**src/rtl/regfile_pkg.sv**
```systemverilog
// Shared register-file constants and the write-request record used by the
// write-back arbiter and its consumers.
package regfile_pkg;

  localparam int REG_ADDR_W = 5;
  localparam int REG_DATA_W = 32;
  localparam int NUM_REGS   = 32;

  localparam logic [REG_ADDR_W-1:0] ZERO_REG = 5'd0;

  typedef struct packed {
    logic [REG_ADDR_W-1:0] addr;
    logic [REG_DATA_W-1:0] data;
  } wr_req_t;

endpackage

```
**src/rtl/regfile_wb_arbiter_rr_arb2.sv**
```systemverilog
// Two-requester round-robin arbiter: a lone requester always wins, a tie goes
// to the port that was not granted most recently.
module rr_arb2 (
  input  logic       clk,
  input  logic       rst,
  input  logic [1:0] req,
  input  logic       advance,
  output logic [1:0] gnt
);

  logic last;

  // Grants are suppressed during reset so no producer sees an acknowledge.
  always_comb begin
    gnt = 2'b00;
    if (!rst) begin
      case (req)
        2'b01:   gnt = 2'b01;
        2'b10:   gnt = 2'b10;
        2'b11:   gnt = last ? 2'b01 : 2'b10;
        default: gnt = 2'b00;
      endcase
    end
  end

  always_ff @(posedge clk) begin
    if (rst) begin
      last <= 1'b1;
    end else if (advance) begin
      last <= gnt[1];
    end
  end

endmodule

```
**src/rtl/regfile_wb_arbiter.sv**
```systemverilog
// Shares the register file write port between the ALU and load/multicycle
// write-back paths and tracks pending destinations for decode stalls.
module regfile_wb_arbiter
  import regfile_pkg::*;
#(
  parameter int DATA_W = 32,
  parameter int ADDR_W = 5
) (
  input  logic              clk,
  input  logic              rst,
  input  logic              req0_valid,
  input  logic [ADDR_W-1:0] req0_addr,
  input  logic [DATA_W-1:0] req0_data,
  output logic              req0_ready,
  input  logic              req1_valid,
  input  logic [ADDR_W-1:0] req1_addr,
  input  logic [DATA_W-1:0] req1_data,
  output logic              req1_ready,
  input  logic              claim_valid,
  input  logic [ADDR_W-1:0] claim_addr,
  input  logic [ADDR_W-1:0] rs,
  input  logic [ADDR_W-1:0] rt,
  output logic              rs_busy,
  output logic              rt_busy,
  output logic              wr,
  output logic [ADDR_W-1:0] wr_addr,
  output logic [DATA_W-1:0] wr_data,
  output logic [31:0]       busy_vec
);

  logic [1:0]          req_p0;
  logic [1:0]          gnt_p0;
  logic                any_gnt_p0;
  wr_req_t             sel_p0;

  logic                wr_p1;
  logic [ADDR_W-1:0]   wr_addr_p1;
  logic [DATA_W-1:0]   wr_data_p1;
  logic [NUM_REGS-1:0] busy_p1;
  logic [NUM_REGS-1:0] busy_nxt;

  // Stage p0: arbitration and selection of the winning request
  assign req_p0     = {req1_valid, req0_valid};
  assign any_gnt_p0 = |gnt_p0;

  rr_arb2 u_arb (
    .clk     (clk),
    .rst     (rst),
    .req     (req_p0),
    .advance (any_gnt_p0),
    .gnt     (gnt_p0)
  );

  assign req0_ready = gnt_p0[0];
  assign req1_ready = gnt_p0[1];

  always_comb begin
    if (gnt_p0[1]) begin
      sel_p0.addr = req1_addr;
      sel_p0.data = req1_data;
    end else begin
      sel_p0.addr = req0_addr;
      sel_p0.data = req0_data;
    end
  end

  // Stage p1: registered write strobe to the register file
  always_ff @(posedge clk) begin
    if (rst) begin
      wr_p1      <= 1'b0;
      wr_addr_p1 <= '0;
      wr_data_p1 <= '0;
    end else begin
      wr_p1 <= any_gnt_p0 && (sel_p0.addr != ZERO_REG);
      if (any_gnt_p0) begin
        wr_addr_p1 <= sel_p0.addr;
        wr_data_p1 <= sel_p0.data;
      end
    end
  end

  // A claim landing on the same edge as the clear wins: a newer producer is outstanding.
  always_comb begin
    busy_nxt = busy_p1;
    if (wr_p1) begin
      busy_nxt[wr_addr_p1] = 1'b0;
    end
    if (claim_valid && (claim_addr != ZERO_REG)) begin
      busy_nxt[claim_addr] = 1'b1;
    end
    busy_nxt[0] = 1'b0;
  end

  always_ff @(posedge clk) begin
    if (rst) begin
      busy_p1 <= '0;
    end else begin
      busy_p1 <= busy_nxt;
    end
  end

  assign wr       = wr_p1;
  assign wr_addr  = wr_addr_p1;
  assign wr_data  = wr_data_p1;
  assign busy_vec = busy_p1;
  assign rs_busy  = busy_p1[rs];
  assign rt_busy  = busy_p1[rt];

endmodule

```
**config.mk**
```make
export PLATFORM = sky130hd
export DESIGN_NAME = regfile_wb_arbiter
export DESIGN_NICKNAME = d
export VERILOG_FILES = /design/src/rtl/regfile_pkg.sv /design/src/rtl/regfile_wb_arbiter_rr_arb2.sv /design/src/rtl/regfile_wb_arbiter.sv
export SDC_FILE = /design/constraint.sdc
export NUM_CORES = 1
export LEC_CHECK = 0
export CAP_MARGIN = 10
export CELL_PAD_IN_SITES_DETAIL_PLACEMENT = 1
export CELL_PAD_IN_SITES_GLOBAL_PLACEMENT = 2
export CORE_MARGIN = 5
export CORE_UTILIZATION = 24
export DETAILED_ROUTE_END_ITERATION = 8
export HOLD_SLACK_MARGIN = 0.12
export PLACE_DENSITY = 0.86
export SLEW_MARGIN = 25
export SYNTH_ARGS = -nofsm -noshare
export SYNTH_HDL_FRONTEND = slang
export SYNTH_SLANG_ARGS = --single-unit
```
**constraint.sdc**
```tcl
create_clock -name clk -period 3.55 [get_ports clk]
set_input_delay 0.5325 -clock clk [delete_from_list [all_inputs] [get_ports clk]]
set_output_delay 0.5325 -clock clk [all_outputs]
set_load 0.01 [all_outputs]
```
Word-level counts from Yosys, hierarchy flattened
Cells that the tools add are included.
- reductions and logical operators: 7
- equality and inequality tests: 3
- bitwise logic cells: 3
- mux-type cells: 14
- order comparisons: 6
- operator list (kind ; number):
    two-way mux 32 bit ; 2
    two-way mux 37 bit ; 1
    AND 32 bit ; 1
    inverter 32 bit ; 1
    OR 32 bit ; 1
    less-than comparator 5 x 6 -> 1 bit (second input constant) ; 4
    binary-select mux 1 bit (select 5 bit) ; 2
    demux 1 bit (select 5 bit) ; 2
    greater-or-equal comparator 5 x 1 -> 1 bit (second input constant) ; 2
    nonzero test 5 bit ; 2
    case mux 2 bit (3 select lines) ; 1
    == test 2 bit (second input constant) ; 2
    logical AND 1 bit ; 4
    two-way mux 1 bit ; 4
    two-way mux 2 bit ; 2
    == test 2 x 1 -> 1 bit (second input constant) ; 1
    OR reduction 2 bit ; 1
- flip-flop bits (word level): 71
- output and inout bits: 74
- input bits: 94

Depth between registers and ports, before layout
Gate-level depths: netlist (run 1).
- word-level depth: 9
- depth in mapped cells: 5
- depth with buffers taken out: 4

Hierarchy
From an unflattened synthesis (run 1), not the netlist that was laid out.
- cells, all modules: 455
- area total of the unflattened synthesis: 3629.7 µm²
- by module, submodules not included (module ; sequential area each (µm²) ; instances ; area an instance (µm²) ; cells each):
    regfile_wb_arbiter ; 1381.3 ; 1 ; 3567.2 ; 447
    rr_arb2 ; 20.0 ; 1 ; 62.6 ; 8

Worst setup path before layout (run 1)
Ideal clock, no wire load.
- path kind: input to output
- from: input port rs[0]
- to: output port rs_busy
- stages: 5
- slack: 1.514 ns
- buffers on the path: 1
- arrival: 1.503 ns
- data required time: 3.017 ns
- cell sequence: buf_6 -> mux4_2 -> nand2b_1 -> o211ai_1 -> nand4_1
- longest elaborated chain between the ends: 2
- ends and longest elaborated chain (element ; RTL line ; text):
    start: declaration ; regfile_wb_arbiter.sv:21 ; input logic [ADDR_W-1:0] rs,
    binary-select mux 1 bit (select 5 bit) ; regfile_wb_arbiter.sv:106 ; assign rs_busy = busy_p1[rs];
    two-way mux 1 bit (not written as such) ; regfile_wb_arbiter.sv:106 ;
    end: declaration ; regfile_wb_arbiter.sv:23 ; output logic rs_busy,
Every way passes these cells. The select of a mux whose other input is x is not followed.

Final worst setup path (run 1)
- from: input port rt[0]
- to: output port rt_busy
- longest elaborated chain between the ends: 2
- ends and longest elaborated chain (element ; RTL line ; text):
    start: declaration ; regfile_wb_arbiter.sv:22 ; input logic [ADDR_W-1:0] rt,
    binary-select mux 1 bit (select 5 bit) ; regfile_wb_arbiter.sv:107 ; assign rt_busy = busy_p1[rt];
    two-way mux 1 bit (not written as such) ; regfile_wb_arbiter.sv:107 ;
    end: declaration ; regfile_wb_arbiter.sv:24 ; output logic rt_busy,
Every way passes these cells. The select of a mux whose other input is x is not followed.

==> metrics, run 1 <==
status complete, no violations; Max H-tree Level 3; CP bufs+invs 2; CTS tree built; register area share after synthesis between 40% and 50%; Setup crit start kind primary input; die area 0.0165 mm^2; Leak Pwr roughly 1.9 nW; Cells after DPL roughly 700; Final Hold Vio Count 0; P per Cell Area 430 mW/mm^2; DR vias/cell around 5.3; area share of the largest cell type after synthesis ~41%; RSZ-0062 raised after global routing false; most frequent CP cell clkdlybuf4s50_1; CTS max path bufs 2; worst-path cell chain clkdlybuf4s50_1 > mux4_2 > nand2b_1 > o211ai_1 > nand4_1 > clkdlybuf4s50_1; I/O pin cnt about 170; Syn Inst Count 380; # setup viols final 0; vias in the first global route 4,087; input/output buffers roughly 170; total setup buffers inserted after CTS 0; # resized after CTS 0; slowest stage delay, CP around 660 ps; Antenna diodes 0; ANT nets after route 0; WL final between 10,000 and 15,000 um; distinct cell type count after synthesis 40; top cells by area, synth dfxtp_1 41%, a222oi_1 9.5%, mux2i_1 6.8%, a21oi_1 5.5%, nor2_1 5.2%; hpwl dp 10,600 um; Area after DPL about 0.005 mm^2; Async SR Flop Fraction 0%; Die Wd roughly 130 um; Tcrit/Tclk final ~90%; Pwr Total 0.00237 W; Final Wtd Congestion 0.851; Die H ~130 um; Remaining DRCs 0; FP Rows 43; Reg clk slew, reported paths roughly 60 ps; first-pass GRT wire length 22,000 um; Final Non-Filler Cells 717; Hold/Removal Path Class register to register; Root Buffer clkbuf_16; GRT Overall Usage between 10% and 20%; initial antenna violation count 0; setup TNS 0 ps; largest net degree at the start of global routing 66; layout net count around 630; top-count cell post-synth dfxtp_1; Starting Density between 20% and 30%; synthesized area per cell a little under 9 um^2; DR pass1 iterations 6; EDFF count, synth 0; largest area contributor in the netlist dfxtp_1; dominant synthesized flop cell dfxtp_1; crit-path max FO 7; Clk Latency, worst-skew pair ~340 ps; share of post-route cells with drive strength above 1 6.33%; total number of vias approximately 3,800; max-slew violation count 0; synthesis-to-finish area growth 63.2%; Netlist Area Pre-Place around 0.0034 mm^2; CTS buffer count 9; Syn Nets ~470; Core Footprint ~0.014 mm^2; max frequency between 300 and 400 MHz; arrival time worst endpoint ~2700 ps; Crit-path slowest cell clkdlybuf4s50_1; clk_skew about 5.1 ps; Largest delay share family, worst path buffers and inverters; Max Cap Viol 0; drt first-iter violations roughly 260; CP Capture Type primary output; Design Area, Final 0.00551 mm^2; worst rel slew slack between 50% and 60%; Hold Buf Count CTS 0; synth cell count leaders 70 x dfxtp_1, 47 x nor2_1, 37 x a21oi_1, 37 x nand2_1, 32 x a222oi_1; Req. time, crit path 3020 ps; WL per Instance between 15 and 20 um; post-synthesis register bit count 70; clock sink count 70; Remaining Overflow, GRT 0; peak supply drop about 180 uV; hold slack 503 ps; Least-Margin Pin Slew 713 ps; warnings from Yosys 0; Worst Setup Path Type primary input to primary output; Final Critical Period ~3200 ps
## worst paths after layout
kind,slack (ps),depth (start not counted),endpoint,start
max,370,6,rt_busy,rt[0]
min,500,2,wr_data[22],wr_data[22]
max reg2reg,2020,4,wr_addr[2],u_arb.last
min reg2reg,500,2,wr_data[22],wr_data[22]
## power breakdown
part / switching, W / total (W) / internal, W
registers: 0.0000323 / 0.000853 / 0.000821
clock network: 0.000352 / 0.00113 / 0.000775
logic: 0.000172 / 0.000390 / 0.000217
total: 0.000556 / 0.00237 / 0.00181
## cell families after synthesis
logic type | after synthesis | share of synthesized area (%)
flip-flops | 70 | 41.5
buffers and inverters | 34 | 5.15
other | 1 | 0.111
AO/OA/AOI/OAI | 120 | 24.6
multiplexers | 29 | 10.8
AND/OR/NAND/NOR | 126 | 17.9
## per-stage QoR
| stage | setup WS (ps) | utilization (%) |
|---|---|---|
| 4_1_cts | 370 | 39.9 |
| 2_1_floorplan | 1510 | - |
| 6_report | 370 | 39.9 |
| 3_5_place_dp | 377 | 37.2 |
| 3_3_place_gp | 405 | 37.2 |
| 5_1_grt | 289 | 39.9 |
## sequential cells by signal, indices dropped and copies added, names as in the netlist
name	flops
wr_addr	5
wr_data	32
busy_vec	31
wr	1
u_arb.last	1
## worst reg2reg max path: stages (launching register included)
cell and delay (ps):
dfxtp_1 350, a211oi_4 240, buf_4 440, mux2i_1 270
a211oi_1 90
## metal layers
| metal | global-route usage (%) | wire [um] | vias up |
|---|---|---|---|
| met5 | 0 | 0 | - |
| met4 | 6.61 | 281 | 0 |
| met3 | 6.89 | 1520 | 19 |
| met2 | 26.6 | 6350 | 174 |
| met1 | 20.3 | 5860 | 1862 |
| li1 | - | - | 1737 |
## cells in the final DEF (no fill, tap or decap), types with 6 or more instances in the layout
master           count
mux4_2               6
nand2_1             37
a222oi_1            32
o21ai_1             19
nand3_1             10
dfxtp_1             70
nor2_1              47
clkdlybuf4s50_1    165
a21oi_1             37
o21ai_0             12
clkbuf_16            9
a211oi_1             7
mux2i_1             23
## area by class of cell
| class | count | area [um^2] |
|---|---|---|
| fill | 1591 | 8310 |
| sequential | 70 | 1400 |
| clock inverter | 6 | 133 |
| inverter | 4 | 15.0 |
| tap | 180 | 225 |
| timing repair buffer | 171 | 1690 |
| multi-input combinational | 276 | 1810 |
| clock buffer | 10 | 239 |
No activity file was read; power rests on OpenSTA's default activity.
==> run 2: changes to the inputs <==
CORE_UTILIZATION = 22   (was 24)
PLACE_DENSITY = 0.8   (was 0.86)
clock period = 3.1 ns   (was 3.55 ns; I/O delays follow)
==> run 2 against run 1 <==
- combinational power is 15% higher
- worst setup slack lost 150 ps
- sequential cell count unchanged
- clock-buffer cell count increased by 1
- sequential share of layout area fell by 0.15 points
- first-iteration DRC count down 9.2%
- register-to-register slack got worse by 430 ps
- final area rose by 0.59%
- largest power group unchanged
- hold slack got worse by 27 ps
==> metrics, run 2 (synthesis results as in run 1) <==
status complete, no violations; hold path endpoint wr_addr[4]; Layout fillers 1,692 (+6.3%); worst rel slew slack 52.2% (-0.054 points); Hold/Removal Path Class primary input to register; DR vias/cell 5.15 (-2.6%); CP Capture Type primary output; layout net count 627 (+0.16%); first-pass GRT wire length 22,700 um (+3.0%); worst slack at placement 72.7 ps (-305 ps); total number of vias 3,739 (-1.4%); setup TNS 0 ps (unchanged); Switching Share 23.7% (+0.19 points); Antenna diodes 0 (unchanged); Final Hold Vio Count 0 (unchanged); Final Critical Period 2880 ps; top sig layer met4; WL per Instance 19.8 um (+1.4%); clk_skew 5.25 ps (+0.193 ps); Die Wd 134 um (+4.1%); ANT nets after route 0 (unchanged); crit-path max FO 10 (+3); Hold Buf Count CTS 0 (unchanged); # setup viols final 0 (unchanged); Final Non-Filler Cells 726 (+1.3%); CTS tree built; FF-to-FF Start u_arb.last; Die H 134 um (+4.1%); DR pass1 iterations 6 (unchanged); Remaining Overflow, GRT 0 (unchanged); Root Buffer clkbuf_16; Req. time, crit path 2630 ps (-390 ps); CTS buffer count 9 (unchanged); P per Cell Area 496 mW/mm^2 (+16%); Max Cap Viol 0 (unchanged); Setup crit start kind primary input; WHS Path Cells 2 (unchanged); clock sink count 70 (unchanged); Clk pwr share 48.3% (+0.7 points); largest net degree at the start of global routing 66 (unchanged); FF-to-FF End wr_data[11]; Final Wtd Congestion 0.820 (-3.7%); met3 wire len 1600 um (+4.9%); Pwr Total 0.00275 W (+16%); drt first-iter violations 237 (-9.2%); arrival time worst endpoint 2410 ps (-240 ps); Starting Density 22.3% (-2.1 points); synthesis-to-finish area growth 64.2%; hpwl dp 10,900 um (+3.0%); WL final 14,400 um (+2.6%); Reg2Reg Setup Slack 1590 ps (-430 ps); Psw 0.000652 W (+17%); Final WS setup 223 ps (-148 ps); max frequency roughly 350 MHz; Clk Latency, worst-skew pair 340 ps (about the same); initial antenna violation count 0 (unchanged); internal cell power 0.00210 W (+16%); Leak Pwr 1.97 nW (+1.6%); commonest non-fill, non-tap cells in the layout 163 x clkdlybuf4s50_1, 70 x dfxtp_1, 47 x nor2_1; max-slew violation count 0 (unchanged); Worst Setup Path Type primary input to primary output; wl on met1 5920 um (+1.1%); CTS max path bufs 2 (unchanged); GRT Overall Usage 16.1% (-0.70 points); Least-Margin Pin Slew 717 ps (+3.44 ps); commonest non-fill, non-tap cell in the layout clkdlybuf4s50_1; Max H-tree Level 3 (unchanged); max reg flops 32 (unchanged); FP Rows 45 (+4.7%); input/output buffers 166 (unchanged); die area 0.0179 mm^2 (+8.4%); Core Footprint 0.0151 mm^2 (+9.5%); hold_sp rst; FF-to-FF path depth 5 (+1); Remaining DRCs 0 (unchanged); Tcrit/Tclk final 92.8%; share of post-route cells with drive strength above 1 6.51% (+0.17 points); vias in the first global route 4,042 (-1.1%); register share of total power 35.5% (-0.5 points); I/O pin cnt 168 (unchanged); WL met2 6570 um (+3.3%); RSZ-0062 raised after global routing false; Combinational Power Share 16.2% (-0.2 points); Cells after DPL 710 (+1.3%); Reg clk slew, reported paths 60 ps (about the same); peak supply drop 178 uV (-2.4%)
run 2: cell types whose count changed in the layout (fill, tap and decap cells not counted), sizes merged:
cell,before,now
clkbuf,10,11
clkinvlp,1,0
dlymetal6s2s,0,2
buf,6,7
clkdlybuf4s50,165,163
run 2: how the worst max path moves through the flow:
stage               startpoint       to  slack, ps  cells after the start
floorplan                rs[0]  rs_busy       1200                      5
global placement         rs[0]  rs_busy        100                      6
detailed placement       rs[0]  rs_busy         70                      6
CTS                      rs[0]  rs_busy         70                      6
global route             rt[1]  rt_busy        130                      6
finish                   rs[1]  rs_busy        220                      6
run 2: area by class of cell:
type	instances	area, um^2	area share, %
Clock inverter	5	129	2.32
Inverter	4	15.0	0.271
Multi-Input combinational cell	276	1810	32.6
Sequential cell	70	1400	25.3
Timing Repair Buffer	172	1710	30.8
Clock buffer	11	253	4.56
Tap cell	188	235	4.24
run 2: worst max-delay path, cell delays in order:
cell and delay, ps:
clkdlybuf4s50_1 710, mux4_2 360, nand2b_1 150, o211ai_1 90, nand4_1 120, clkdlybuf4s50_1 510
run 2: power by group through the flow:
stage	clock (W)	combinational (W)	sequential [W]
floorplan	0	0.000179	0.00100
global placement	0	0.000439	0.000993
detailed placement	0	0.000449	0.000995
CTS	0.00136	0.000452	0.000976
global route	0.00140	0.000484	0.000982
finish	0.00133	0.000447	0.000976
run 2: per-layer routing:
metal	vias to the layer above	GRT usage [%]
li1	1742	-
met4	0	6.57
met3	17	6.30
met5	-	0
met1	1800	18.8
met2	180	26.3
run 2: stage by stage:
step | instance area (um^2) | hold slack, ps | util (%)
final | 5550 | 476 | 36.6
after floorplan | 3380 | 517 | -
after global routing | 5550 | 501 | 36.6
after detailed placement | 5160 | 490 | 34.1
after CTS | 5540 | 469 | 36.6
after global placement | 5160 | 479 | 34.1
run 2: what timing repair did:
item                       4_1_cts  5_1_grt
gates resized for setup          0        2
hold endpoints to repair         0        0
buffers inserted                 0        0
setup endpoints to repair        0        2
